$ cat config.mk
export PLATFORM = sky130hd
export DESIGN_NAME = fifo_uart_tx
export DESIGN_NICKNAME = d
export VERILOG_FILES = /design/src/rtl/fifo_uart_tx.sv
export SDC_FILE = /design/constraint.sdc
export NUM_CORES = 1
export LEC_CHECK = 0
export BUFFER_PORTS_ARGS = -buffer_cell sky130_fd_sc_hd__buf_2
export CAP_MARGIN = 10
export CORE_MARGIN = 2
export CORE_UTILIZATION = 35
export CTS_BUF_LIST = sky130_fd_sc_hd__clkbuf_8
export CTS_CLUSTER_DIAMETER = 30
export DETAILED_ROUTE_END_ITERATION = 16
export SLEW_MARGIN = 20
export SYNTH_ARGS = -nofsm -noshare
export SYNTH_HDL_FRONTEND = slang
export SYNTH_SLANG_ARGS = --single-unit
$ cat constraint.sdc
create_clock -name clock_in -period 3.4 [get_ports clock_in]
set_clock_uncertainty 0.05 [all_clocks]
set_input_delay 0.17 -clock clock_in [delete_from_list [all_inputs] [get_ports clock_in]]
set_output_delay 0.17 -clock clock_in [all_outputs]
set_load 0.05 [all_outputs]
$ cat src/rtl/fifo_uart_tx.sv
`timescale 1ns/1ps
// =============================================================================
// fifo_uart_tx
// -----------------------------------------------------------------------------
// UART transmitter that drains the read side of a 16x8 byte FIFO.
// Each byte is fetched with a single-cycle read pulse. It is captured from the
// FIFO's registered read data and sent LSB first on one serial line.
//
// Default build: 8N1 frame (start, 8 data, stop), 10*CLKS_PER_BIT cycles.
// Optional build macro FIFO_UART_TX_PARITY_EN: 8E1 frame with an even-parity
// bit between data bit 7 and the stop bit, 11*CLKS_PER_BIT cycles.
//
// Parameters:
//   CLKS_PER_BIT      clock cycles per serial bit, legal range 2..65535
//
// Ports:
//   clock_in          system clock, rising edge
//   n_reset_in        asynchronous active-low reset
//   enable_in         allows a new frame to start (sampled only in IDLE)
//   fifo_readable_in  FIFO holds at least one byte
//   fifo_rdata_in     FIFO registered read data, valid the cycle after a
//                     read pulse is sampled
//   fifo_read_out     one-cycle read strobe to the FIFO
//   tx_out            serial line, idles high
//   busy_out          high whenever the FSM is not in IDLE
//
// Frame timing from IDLE with a byte available:
//   edge 1: IDLE  -> READ  (read strobe asserted)
//   edge 2: READ  -> LOAD  (FIFO samples strobe, data appears)
//   edge 3: LOAD  -> START (byte captured, start bit driven)
// Back-to-back frames therefore have a fixed 3-cycle idle-high gap after the
// stop bit.
// =============================================================================
module fifo_uart_tx #(
    parameter int CLKS_PER_BIT = 16
) (
    input  logic       clock_in,
    input  logic       n_reset_in,
    input  logic       enable_in,
    input  logic       fifo_readable_in,
    input  logic [7:0] fifo_rdata_in,
    output logic       fifo_read_out,
    output logic       tx_out,
    output logic       busy_out
);

    // Counter is wide enough to hold CLKS_PER_BIT-1 and never exceeds it.
    localparam int CNT_W = (CLKS_PER_BIT > 1) ? $clog2(CLKS_PER_BIT) : 1;
    localparam logic [CNT_W-1:0] CNT_LAST = CNT_W'(CLKS_PER_BIT - 1);

    typedef enum logic [2:0] {
        IDLE   = 3'd0,
        READ   = 3'd1,
        LOAD   = 3'd2,
        START  = 3'd3,
        DATA   = 3'd4,
`ifdef FIFO_UART_TX_PARITY_EN
        STOP   = 3'd5,
        PARITY = 3'd6
`else
        STOP   = 3'd5
`endif
    } state_t;

    state_t           state_q;
    logic [CNT_W-1:0] cnt_q;
    logic [CNT_W-1:0] cnt_d;
    logic [2:0]       bit_idx_q;
    logic [7:0]       shift_q;
    logic             read_q;
    logic             tx_q;
    logic             busy_q;
    logic             bit_done;
`ifdef FIFO_UART_TX_PARITY_EN
    // Parity is latched with the byte because the shifter destroys it.
    logic             par_q;
`endif

    // Final cycle of the current serial bit; the counter wraps to 0 there.
    assign bit_done = (cnt_q == CNT_LAST);
    assign cnt_d    = bit_done ? '0 : (cnt_q + CNT_W'(1));

    always_ff @(posedge clock_in or negedge n_reset_in) begin
        if (!n_reset_in) begin
            state_q   <= IDLE;
            cnt_q     <= '0;
            bit_idx_q <= '0;
            shift_q   <= '0;
            read_q    <= 1'b0;
            tx_q      <= 1'b1;
            busy_q    <= 1'b0;
`ifdef FIFO_UART_TX_PARITY_EN
            par_q     <= 1'b0;
`endif
        end else begin
            case (state_q)
                IDLE: begin
                    cnt_q <= '0;
                    if (enable_in && fifo_readable_in) begin
                        state_q <= READ;
                        read_q  <= 1'b1;
                        busy_q  <= 1'b1;
                    end
                end

                // Strobe is high for exactly this one cycle.
                READ: begin
                    read_q  <= 1'b0;
                    state_q <= LOAD;
                end

                // FIFO data is valid now; capture it once and drive the start bit.
                LOAD: begin
                    shift_q <= fifo_rdata_in;
`ifdef FIFO_UART_TX_PARITY_EN
                    par_q   <= ^fifo_rdata_in;
`endif
                    tx_q    <= 1'b0;
                    cnt_q   <= '0;
                    state_q <= START;
                end

                START: begin
                    cnt_q <= cnt_d;
                    if (bit_done) begin
                        tx_q      <= shift_q[0];
                        bit_idx_q <= 3'd0;
                        state_q   <= DATA;
                    end
                end

                DATA: begin
                    cnt_q <= cnt_d;
                    if (bit_done) begin
                        if (bit_idx_q != 3'd7) begin
                            // shift_q[1] becomes the new LSB on this edge.
                            shift_q   <= {1'b0, shift_q[7:1]};
                            tx_q      <= shift_q[1];
                            bit_idx_q <= bit_idx_q + 3'd1;
                        end else begin
`ifdef FIFO_UART_TX_PARITY_EN
                            tx_q    <= par_q;
                            state_q <= PARITY;
`else
                            tx_q    <= 1'b1;
                            state_q <= STOP;
`endif
                        end
                    end
                end

`ifdef FIFO_UART_TX_PARITY_EN
                PARITY: begin
                    cnt_q <= cnt_d;
                    if (bit_done) begin
                        tx_q    <= 1'b1;
                        state_q <= STOP;
                    end
                end
`endif

                STOP: begin
                    cnt_q <= cnt_d;
                    if (bit_done) begin
                        state_q <= IDLE;
                        busy_q  <= 1'b0;
                    end
                end

                default: begin
                    state_q <= IDLE;
                    cnt_q   <= '0;
                    read_q  <= 1'b0;
                    tx_q    <= 1'b1;
                    busy_q  <= 1'b0;
                end
            endcase
        end
    end

    assign fifo_read_out = read_q;
    assign tx_out        = tx_q;
    assign busy_out      = busy_q;

endmodule

# Word level (Yosys, flattened, before mapping)
# Cells that the tools add are included.
dict set report totals {
  ff_bits 21
  out_inout_bits 3
}
dict set report op_classes {
  eq_ne 13
  reduce_logical 14
  mux 22
  bitwise 3
  addsub 2
}
# op count
set ops {}
lappend ops {{$mux 3} 7}
lappend ops {{$pmux 3 s6} 1}
lappend ops {{$mux 8} 2}
lappend ops {{$pmux 8 s2} 1}
lappend ops {{$ne 2x2->1 const B} 6}
lappend ops {{$reduce_and 3->1} 3}
lappend ops {{$pmux 4 s2} 1}
lappend ops {{$reduce_or 4->1} 2}
lappend ops {{$eq 3x2->1 const B} 2}
lappend ops {{$eq 3x3->1 const B} 2}
lappend ops {{$pmux 3 s2} 1}
lappend ops {{$reduce_or 3->1} 2}
lappend ops {{$mux 1} 5}
lappend ops {{$reduce_and 5->1} 1}
lappend ops {{$add 4x1->4 const B} 1}
lappend ops {{$eq 4x4->1 const B} 1}
lappend ops {{$mux 4} 1}
lappend ops {{$pmux 1 s4} 1}
lappend ops {{$reduce_and 4->1} 1}
lappend ops {{$reduce_bool 2->1} 2}
lappend ops {{$add 3x1->3 const B} 1}
lappend ops {{$eq 3x1->1 const B} 1}
lappend ops {{$logic_not 3->1} 1}
lappend ops {{$ne 3x3->1 const B} 1}
lappend ops {{5 further kinds} 7}

# Longest topological paths before layout
# Gate-level depths: netlist of the first run.
dict set report logic_depth {
  word_depth 4
  depth_mapped 5
  mapped_depth_nobuf 5
}

# Least setup slack after synthesis of the first run
# Ideal clock, no wire load.
dict set report synth_timing {
  path_kind {flip-flop to flip-flop}
  start {reg bit_idx_q[0]}
  end {reg tx_q, in the netlist tx_out}
  setup_ps 82
  stages_incl_launch_ff 6
  slack_ps 1600
  arrival_time_ps 1667
  synth_period_minus_slack_ps 1800
  path_buffers 0
  path_cell_list {dfrtp_1 ha_1 ha_1 or4b_1 o221a_1 mux2_2}
}
dict set report synth_between {
  elab_chain_cells 4
}
# item line
set synth_lines {}
lappend synth_lines {{from (decl)} 68} ;# logic [2:0] bit_idx_q;
lappend synth_lines {{from (signal assigned)} 139} ;# bit_idx_q <= bit_idx_q + 3'd1;
lappend synth_lines {{$ne 3x3->1} 135} ;# if (bit_idx_q != 3'd7) begin
lappend synth_lines {{$mux 1} 135}
lappend synth_lines {{$mux 1} 134} ;# if (bit_done) begin
lappend synth_lines {{$pmux 1 s4} 96} ;# case (state_q)
lappend synth_lines {{to (signal assigned)} 126} ;# tx_q <= shift_q[0];
lappend synth_lines {{to (signal assigned)} 138} ;# tx_q <= shift_q[1];
lappend synth_lines {{to (decl)} 71} ;# logic tx_q;
# No other way between the ends. The select of a mux whose other input is x is not followed.
# A chain may end at the register's enable or synchronous reset.

# Final worst setup path of the first run
dict set report layout_timing {
  start {reg bit_idx_q[0]}
  end {reg shift_q[6]}
}
dict set report layout_between {
  elab_chain_cells 3
}
# item line
set layout_lines {}
lappend layout_lines {{$ne 3x3->1} 135}
lappend layout_lines {{$ne 2x2->1 (no source line)} n/a}
lappend layout_lines {{$reduce_and 3->1 (no source line)} n/a}
lappend layout_lines {{to (signal assigned)} 114} ;# shift_q <= fifo_rdata_in;
lappend layout_lines {{to (signal assigned)} 137} ;# shift_q <= {1'b0, shift_q[7:1]};
lappend layout_lines {{to (decl)} 69} ;# logic [7:0] shift_q;
# No other way between the ends.

==> results of run 1 <==
[power breakdown]
part	leakage [nW]	total [W]	switching (W)	internal, W
registers	0.240	0.000257	0.00000269	0.000255
clock network	0.0269	0.000166	0.0000851	0.0000806
logic	0.329	0.0000245	0.0000122	0.0000124
[sequential cells by signal (all words and copies together), names as in the netlist]
name,cells
fifo_read_out,1
cnt_q,4
tx_out,1
bit_idx_q,3
busy_out,1
state_q,3
shift_q,8
[through the flow]
stage	setup WS (ns)	instance area, µm²	power, W	util, %	instances
after floorplan	1.60	1160	0.000273	-	114
after global placement	1.53	1250	0.000286	40.4	163
after detailed placement	1.47	1250	0.000287	40.4	163
after CTS	1.47	1310	0.000453	42.1	168
after global routing	1.30	1310	0.000464	42.1	168
final	1.48	1310	0.000448	42.1	168
[routing by layer]
metal | GRT usage, % | part of all wire [%]
met1 | 18.2 | 50
met2 | 19.7 | 45
met3 | 3.15 | 3.4
met4 | 5.47 | 1.9
met5 | 0 | 0
[critical path: cells and delay by family, from the launching register on]
kind,cells,cell delay [ns]
AO/OA/AOI/OAI,2,0.53
adder cells (fa/ha/maj),2,0.41
flip-flops,1,0.39
AND/OR/NAND/NOR,1,0.44
[synthesized netlist by cell type, drive strengths merged, types with 2 or more instances]
cell type,instances
ha,4
buf,2
dfrtp,20
or2,2
o21ai,5
a22o,2
or3b,3
nand3,3
o221ai,3
clkbuf,7
a21oi,5
nand2,9
nor3b,3
nor2,4
o22ai,2
inv,4
mux2,2
o21a,5
o32a,5
a31oi,3
mux2i,2
o32ai,2
[repair_timing]
item,4_1_cts,5_1_grt
hold buffers,1,0
gates resized for setup,0,0
endpoints found under the hold margin,20,0
[how the worst max path moves through the flow]
stage	start	endpoint
after CTS	bit_idx_q[0]$_DFFE_PN0P_	shift_q[4]$_DFFE_PN0P_
after global routing	bit_idx_q[0]$_DFFE_PN0P_	bit_idx_q[0]$_DFFE_PN0P_
after detailed placement	bit_idx_q[0]$_DFFE_PN0P_	shift_q[4]$_DFFE_PN0P_
final	bit_idx_q[0]$_DFFE_PN0P_	shift_q[6]$_DFFE_PN0P_
after floorplan	bit_idx_q[0]$_DFFE_PN0P_	tx_out$_DFFE_PN1P_
after global placement	bit_idx_q[0]$_DFFE_PN0P_	shift_q[2]$_DFFE_PN0P_
[area by class of cell]
| type | count | area, µm² | area share, % |
|---|---|---|---|
| Clock inverter | 1 | 3.75 | 0.287 |
| Tap cell | 44 | 55.1 | 4.21 |
| Timing Repair Buffer | 15 | 80.1 | 6.12 |
| Sequential cell | 21 | 527 | 40.3 |
| Inverter | 4 | 15.0 | 1.15 |
| Multi-Input combinational cell | 80 | 586 | 44.8 |
| Clock buffer | 3 | 41.3 | 3.16 |
[kinds of logic (layout without fill, tap and decap cells)]
| logic type | after synthesis | count (layout) | synth area share, % |
|---|---|---|---|
| AO/OA/AOI/OAI | 40 | 40 | 26.2 |
| adder cells (fa/ha/maj) | 4 | 4 | 4.30 |
| buffers and inverters | 13 | 23 | 4.41 |
| flip-flops | 21 | 21 | 45.3 |
| multiplexers | 4 | 4 | 3.66 |
| AND/OR/NAND/NOR | 32 | 32 | 16.1 |
==> reports/metrics.csv, run 1 <==
stage,metric,value,unit
outcome,status,finished clean,
sta,hold_viol_final,0,
sta,final-setup-viol-count,0,
power,ir_drop,0.000205,V
sta,layout_min_cycle_time,1.92,ns
logic_synthesis,synthTopCellsByArea,"dfrtp_1 (43%), ha_1 (4.3%), o32a_1 (4.3%), o21a_1 (3.2%), nand2_1 (2.9%)",
clocking,clk_path_buf_depth,2,
hold_path,hold_start,fifo_rdata_in[7],
logic_synthesis,yosysWarnings,0,
logic_synthesis,yosysSeqAreaShare,45.3,%
floorplan,floorplan.initialDensity,37.5,%
placed_design,io_buffers,14,
sta,grt_setup_unrepaired,false,
hold_path,holdPathEnd,shift_q[7]$_DFFE_PN0P_,
global_route,grt_pass1_vias,824,
placed_design,dp_hpwl,1580,µm
layout,layout_common_cells,"dfrtp_1 (20), buf_2 (14), nand2_1 (9)",
clocking,cts_setup_buffers,0,
logic_synthesis,syn_nets,130,
logic_synthesis,ys_seq_elements,21,
global_route,grt_max_degree,22,
logic_synthesis,synth-edff-count,0,
clocking,numCtsBuffers,3,
drt,drc,0,
sta,setup-tns-final,0,ns
sta,fmax,520,MHz
logic_synthesis,syn_avg_cell_area,10.2,µm²
drt,first_pass_iters,4,
global_route,grt_pass1_wl,3710,µm
setup_path,slowest_delay,0.44,ns
setup_path,reg2reg_to,shift_q[6]$_DFFE_PN0P_,
drt,wirelength,2260,µm
setup_path,crit_path_frequent_cell,ha_1,
global_route,overflow,0,
setup_path,worstPathRequired,3.51,ns
placed_design,gp_congestion,0.830,
clocking,path_clk_slew,0.08,ns
setup_path,worstPathArrival,2.03,ns
floorplan,die-area,3800,µm²
logic_synthesis,synthArstFlopShare,100,%
logic_synthesis,synth_top_area_share,43.0,%
sta,fin_hold_ws,0.0678,ns
hold_path,hold_path_depth,3,
drt,avgRoutedWirePerCell,13.4,µm
drt,vias,945,
layout,layout_commonest_cell,dfrtp_1,
clocking,htree_levels,1,
layout,fill_cells,310,
clocking,cts_tree,done,
layout,fin_nets,141,
logic_synthesis,yosysTopAreaCell,dfrtp_1,
logic_synthesis,syn-cell-area,1160,µm²
floorplan,pin_count,15,
power,p_leak,0.597,nW
setup_path,reg2reg_depth,5,
setup_path,crit_fanout,10,
drt,antenna_left,0,
setup_path,endpoint_kind,flop,
floorplan,rows,20,
power,power.density,342,nW/µm²
layout,diodes,0,
layout,syn_to_final_growth,12.4,%
global_route,grt_antenna_before_repair,0,
setup_path,reg2reg_slack,1.48,ns
setup_path,r2r_start,bit_idx_q[0]$_DFFE_PN0P_,
drt,drt-initial-drc-count,25,
clocking,cts-root-buf,clkbuf_8,
clocking,clock_sinks,21,
floorplan,chipHeight,61.7,µm
clocking,clk_latency,0.26,ns
sta,worst_slew_margin_rel,63.7,%
sta,tightest_slew,0.544,ns
layout,drive_above_1_share,18.5,%
hold_path,hold_path.class,in -> reg,
flow_run,maxCapViolations,0,
logic_synthesis,ys_types,43,
logic_synthesis,synthFlopType,dfrtp_1,
global_route,grt_usage,13.2,%
sta,slew_viol_final,0,
logic_synthesis,syn_inst,114,
sta,timing.final.crit_share,56.6,%
floorplan,core-area,3100,µm²
floorplan,die_w,61.7,µm
setup_path,worstSetupStartpointType,flop,
setup_path,slowest_stage,nand4b_1,
drt,drt-vias-per-instance,5.63,
setup_path,path_class,reg -> reg,
setup_path,crit_path_cell_trace,ha_1 > ha_1 > nand4b_1 > o32a_1 > o21a_1,
Note: power is estimated with default switching activity, not from simulation.
==> run 2: changes to the inputs <==
==> constraint.sdc (replaced) <==
create_clock -name clock_in -period 1.8 [get_ports clock_in]
set_clock_uncertainty 0.05 [all_clocks]
set_input_delay 0.09 -clock clock_in [delete_from_list [all_inputs] [get_ports clock_in]]
set_output_delay 0.09 -clock clock_in [all_outputs]
set_load 0.05 [all_outputs]
==> run 2 against run 1 <==
Register-to-register slack worse by 1.5 ns. Sequential share of layout area fell by 3.6 points. Non-clock buffer count is 11 higher. Combinational power rose by 110%. Die area did not move. Critical path type unchanged. Via count grew 4.9%. Flip-flop and latch count unchanged. Sequential power up 89%. Largest power group unchanged. Count of clock-buffer cells in the layout did not move.
==> reports/metrics.csv, run 2 (synthesis gave the netlist of run 1 again) <==
stage,metric,value,unit
outcome,status,finished clean,
power,power.density,589,nW/µm²
placed_design,gp_congestion,0.827,
clocking,clk_latency,0.26,ns
global_route,overflow,0,
setup_path,worstSetupStartpointType,flop,
placed_design,dp_hpwl,1780,µm
sta,timing.final.crit_share,99.4,%
layout,largest_reg_flops,8,
power,ir_drop,0.000333,V
sta,slew_viol_final,0,
layout,layout_common_cells,"dfrtp_1 (20), buf_2 (14), nand2_1 (9)",
drt,vias,991,
setup_path,cp_top_family,flip-flops,
drt,drt-vias-per-instance,5.54,
drt,wirelength,2430,µm
setup_path,worstPathArrival,1.89,ns
layout,top_regs,"shift_q: 8 flops, cnt_q: 4 flops",
hold_path,hold_path.class,in -> reg,
floorplan,rows,20,
sta,fin_hold_ws,0.0523,ns
flow_run,maxCapViolations,0,
setup_path,crit_buf_inv,2,
floorplan,die-area,3800,µm²
setup_path,path_class,reg -> reg,
setup_path,worstPathRequired,1.90,ns
clocking,htree_levels,1,
floorplan,core-area,3100,µm²
drt,antenna_left,0,
sta,final-setup-viol-count,0,
clocking,clock_sinks,21,
drt,avgRoutedWirePerCell,13.6,µm
layout,diodes,0,
setup_path,crit_path_cell_trace,ha_2 > ha_4 > buf_6 > nand4b_1 > buf_6 > o32a_1 > o21a_1,
sta,fmax,559,MHz
setup_path,slowest_delay,0.38,ns
drt,drt-initial-drc-count,54,
placed_design,pre_cts_slack,-0.0508,ns
layout,fin_nets,152,
sta,worst_slew_margin_rel,63.2,%
global_route,grt_antenna_before_repair,0,
global_route,grt_max_degree,22,
layout,largest_register,shift_q,
sta,tightest_slew,0.551,ns
setup_path,endpoint_kind,flop,
clocking,numCtsBuffers,3,
layout,layoutNonFillerInstCount,179,
floorplan,floorplan.initialDensity,37.5,%
placed_design,io_buffers,14,
setup_path,r2r_start,bit_idx_q[1]$_DFFE_PN0P_,
sta,layout_min_cycle_time,1.79,ns
drt,first_pass_iters,4,
sta,grt_setup_unrepaired,true,
floorplan,pin_count,15,
setup_path,slowest_stage,dfrtp_1,
setup_path,crit_start,bit_idx_q[1]$_DFFE_PN0P_,
placed_design,place_area,1310,µm²
drt,drc,0,
floorplan,chipHeight,61.7,µm
power,p_leak,0.656,nW
global_route,grt_usage,14.7,%
sta,hold_viol_final,0,
clocking,cts-root-buf,clkbuf_8,
layout,final_area,1440,µm²
clocking,cts_tree,done,
placed_design,place_inst,171,
clocking,path_clk_slew,0.08,ns
layout,layout_commonest_cell,dfrtp_1,
floorplan,die_w,61.7,µm
hold_path,hold_start,fifo_rdata_in[1],
setup_path,crit_path_frequent_cell,buf_6,
sta,setup_ws,0.0103,ns
global_route,grt_pass1_vias,949,
setup_path,crit_fanout,5,
clocking,clk_path_buf_depth,2,
layout,syn_to_final_growth,23.5,%
global_route,grt_pass1_wl,4170,µm
layout,drive_above_1_share,28.9,%
[run 2: cell types whose count changed in the layout (fill, tap and decap cells not counted), sizes merged]
cell         delta
dlygate4sd3     +1
inv             -1
clkinv          +1
buf            +10
[run 2: per-layer routing]
metal / part of all wire [%] / global-route usage (%) / routed length (µm) / vias to the layer above
li1: - / - / - / 483
met1: 47 / 19.0 / 1150 / 497
met2: 50 / 25.1 / 1210 / 9
met3: 2.3 / 3.15 / 57 / 2
met4: 0.62 / 3.65 / 15 / 0
met5: 0 / 0 / 0 / -
[run 2: cell type report]
cell class | count | area [µm²]
Clock buffer | 3 | 41.3
Inverter | 4 | 15.0
Clock inverter | 1 | 5.00
Multi-Input combinational cell | 80 | 618
Timing Repair Buffer | 26 | 176
Fill cell | 323 | 1670
Tap cell | 44 | 55.1
Sequential cell | 21 | 527
[run 2: what timing repair did]
item | CTS | global route
resized for setup | 4 | 8
hold buffers | 2 | 0
endpoints found under the hold margin | 21 | 0
endpoints found under the setup margin | 6 | 12
buffers inserted | 0 | 1
gates cloned | 1 | 0
pin swaps | 1 | 1
[run 2: worst paths after layout]
kind	to	slack, ns	cells past startpoint
worst min-delay path	shift_q[1]$_DFFE_PN0P_	0.05	3
max in group asynchronous	tx_out$_DFFE_PN1P_	1.09	2
worst max register to register	shift_q[5]$_DFFE_PN0P_	0.01	7
min in group asynchronous	fifo_read_out$_DFFE_PN0P_	0.26	2
worst max-delay path	shift_q[5]$_DFFE_PN0P_	0.01	7
worst min register to register	shift_q[6]$_DFFE_PN0P_	0.44	1
[run 2: stage by stage]
| step | total power [W] | TNS (ns) | util, % |
|---|---|---|---|
| after global routing | 0.000883 | -0.372 | 46.3 |
| after floorplan | 0.000515 | 0 | - |
| final | 0.000846 | 0 | 46.3 |
| after CTS | 0.000860 | -0.0166 | 45.0 |
| after global placement | 0.000541 | -0.0144 | 42.3 |
| after detailed placement | 0.000542 | -0.0508 | 42.3 |
[run 2: power by group]
group / total (W) / internal [W] / switching [W]
registers: 0.000487 / 0.000481 / 0.00000570
clock network: 0.000309 / 0.000154 / 0.000154
logic: 0.0000508 / 0.0000267 / 0.0000241
[run 2: worst reg2reg max path: cells and delay by family, from the launching register on]
kind	cells	cell delay, ns
buf+inv	2	0.29
simple gates	1	0.23
compound gates	2	0.38
flops	1	0.38
fa+ha+maj	2	0.35
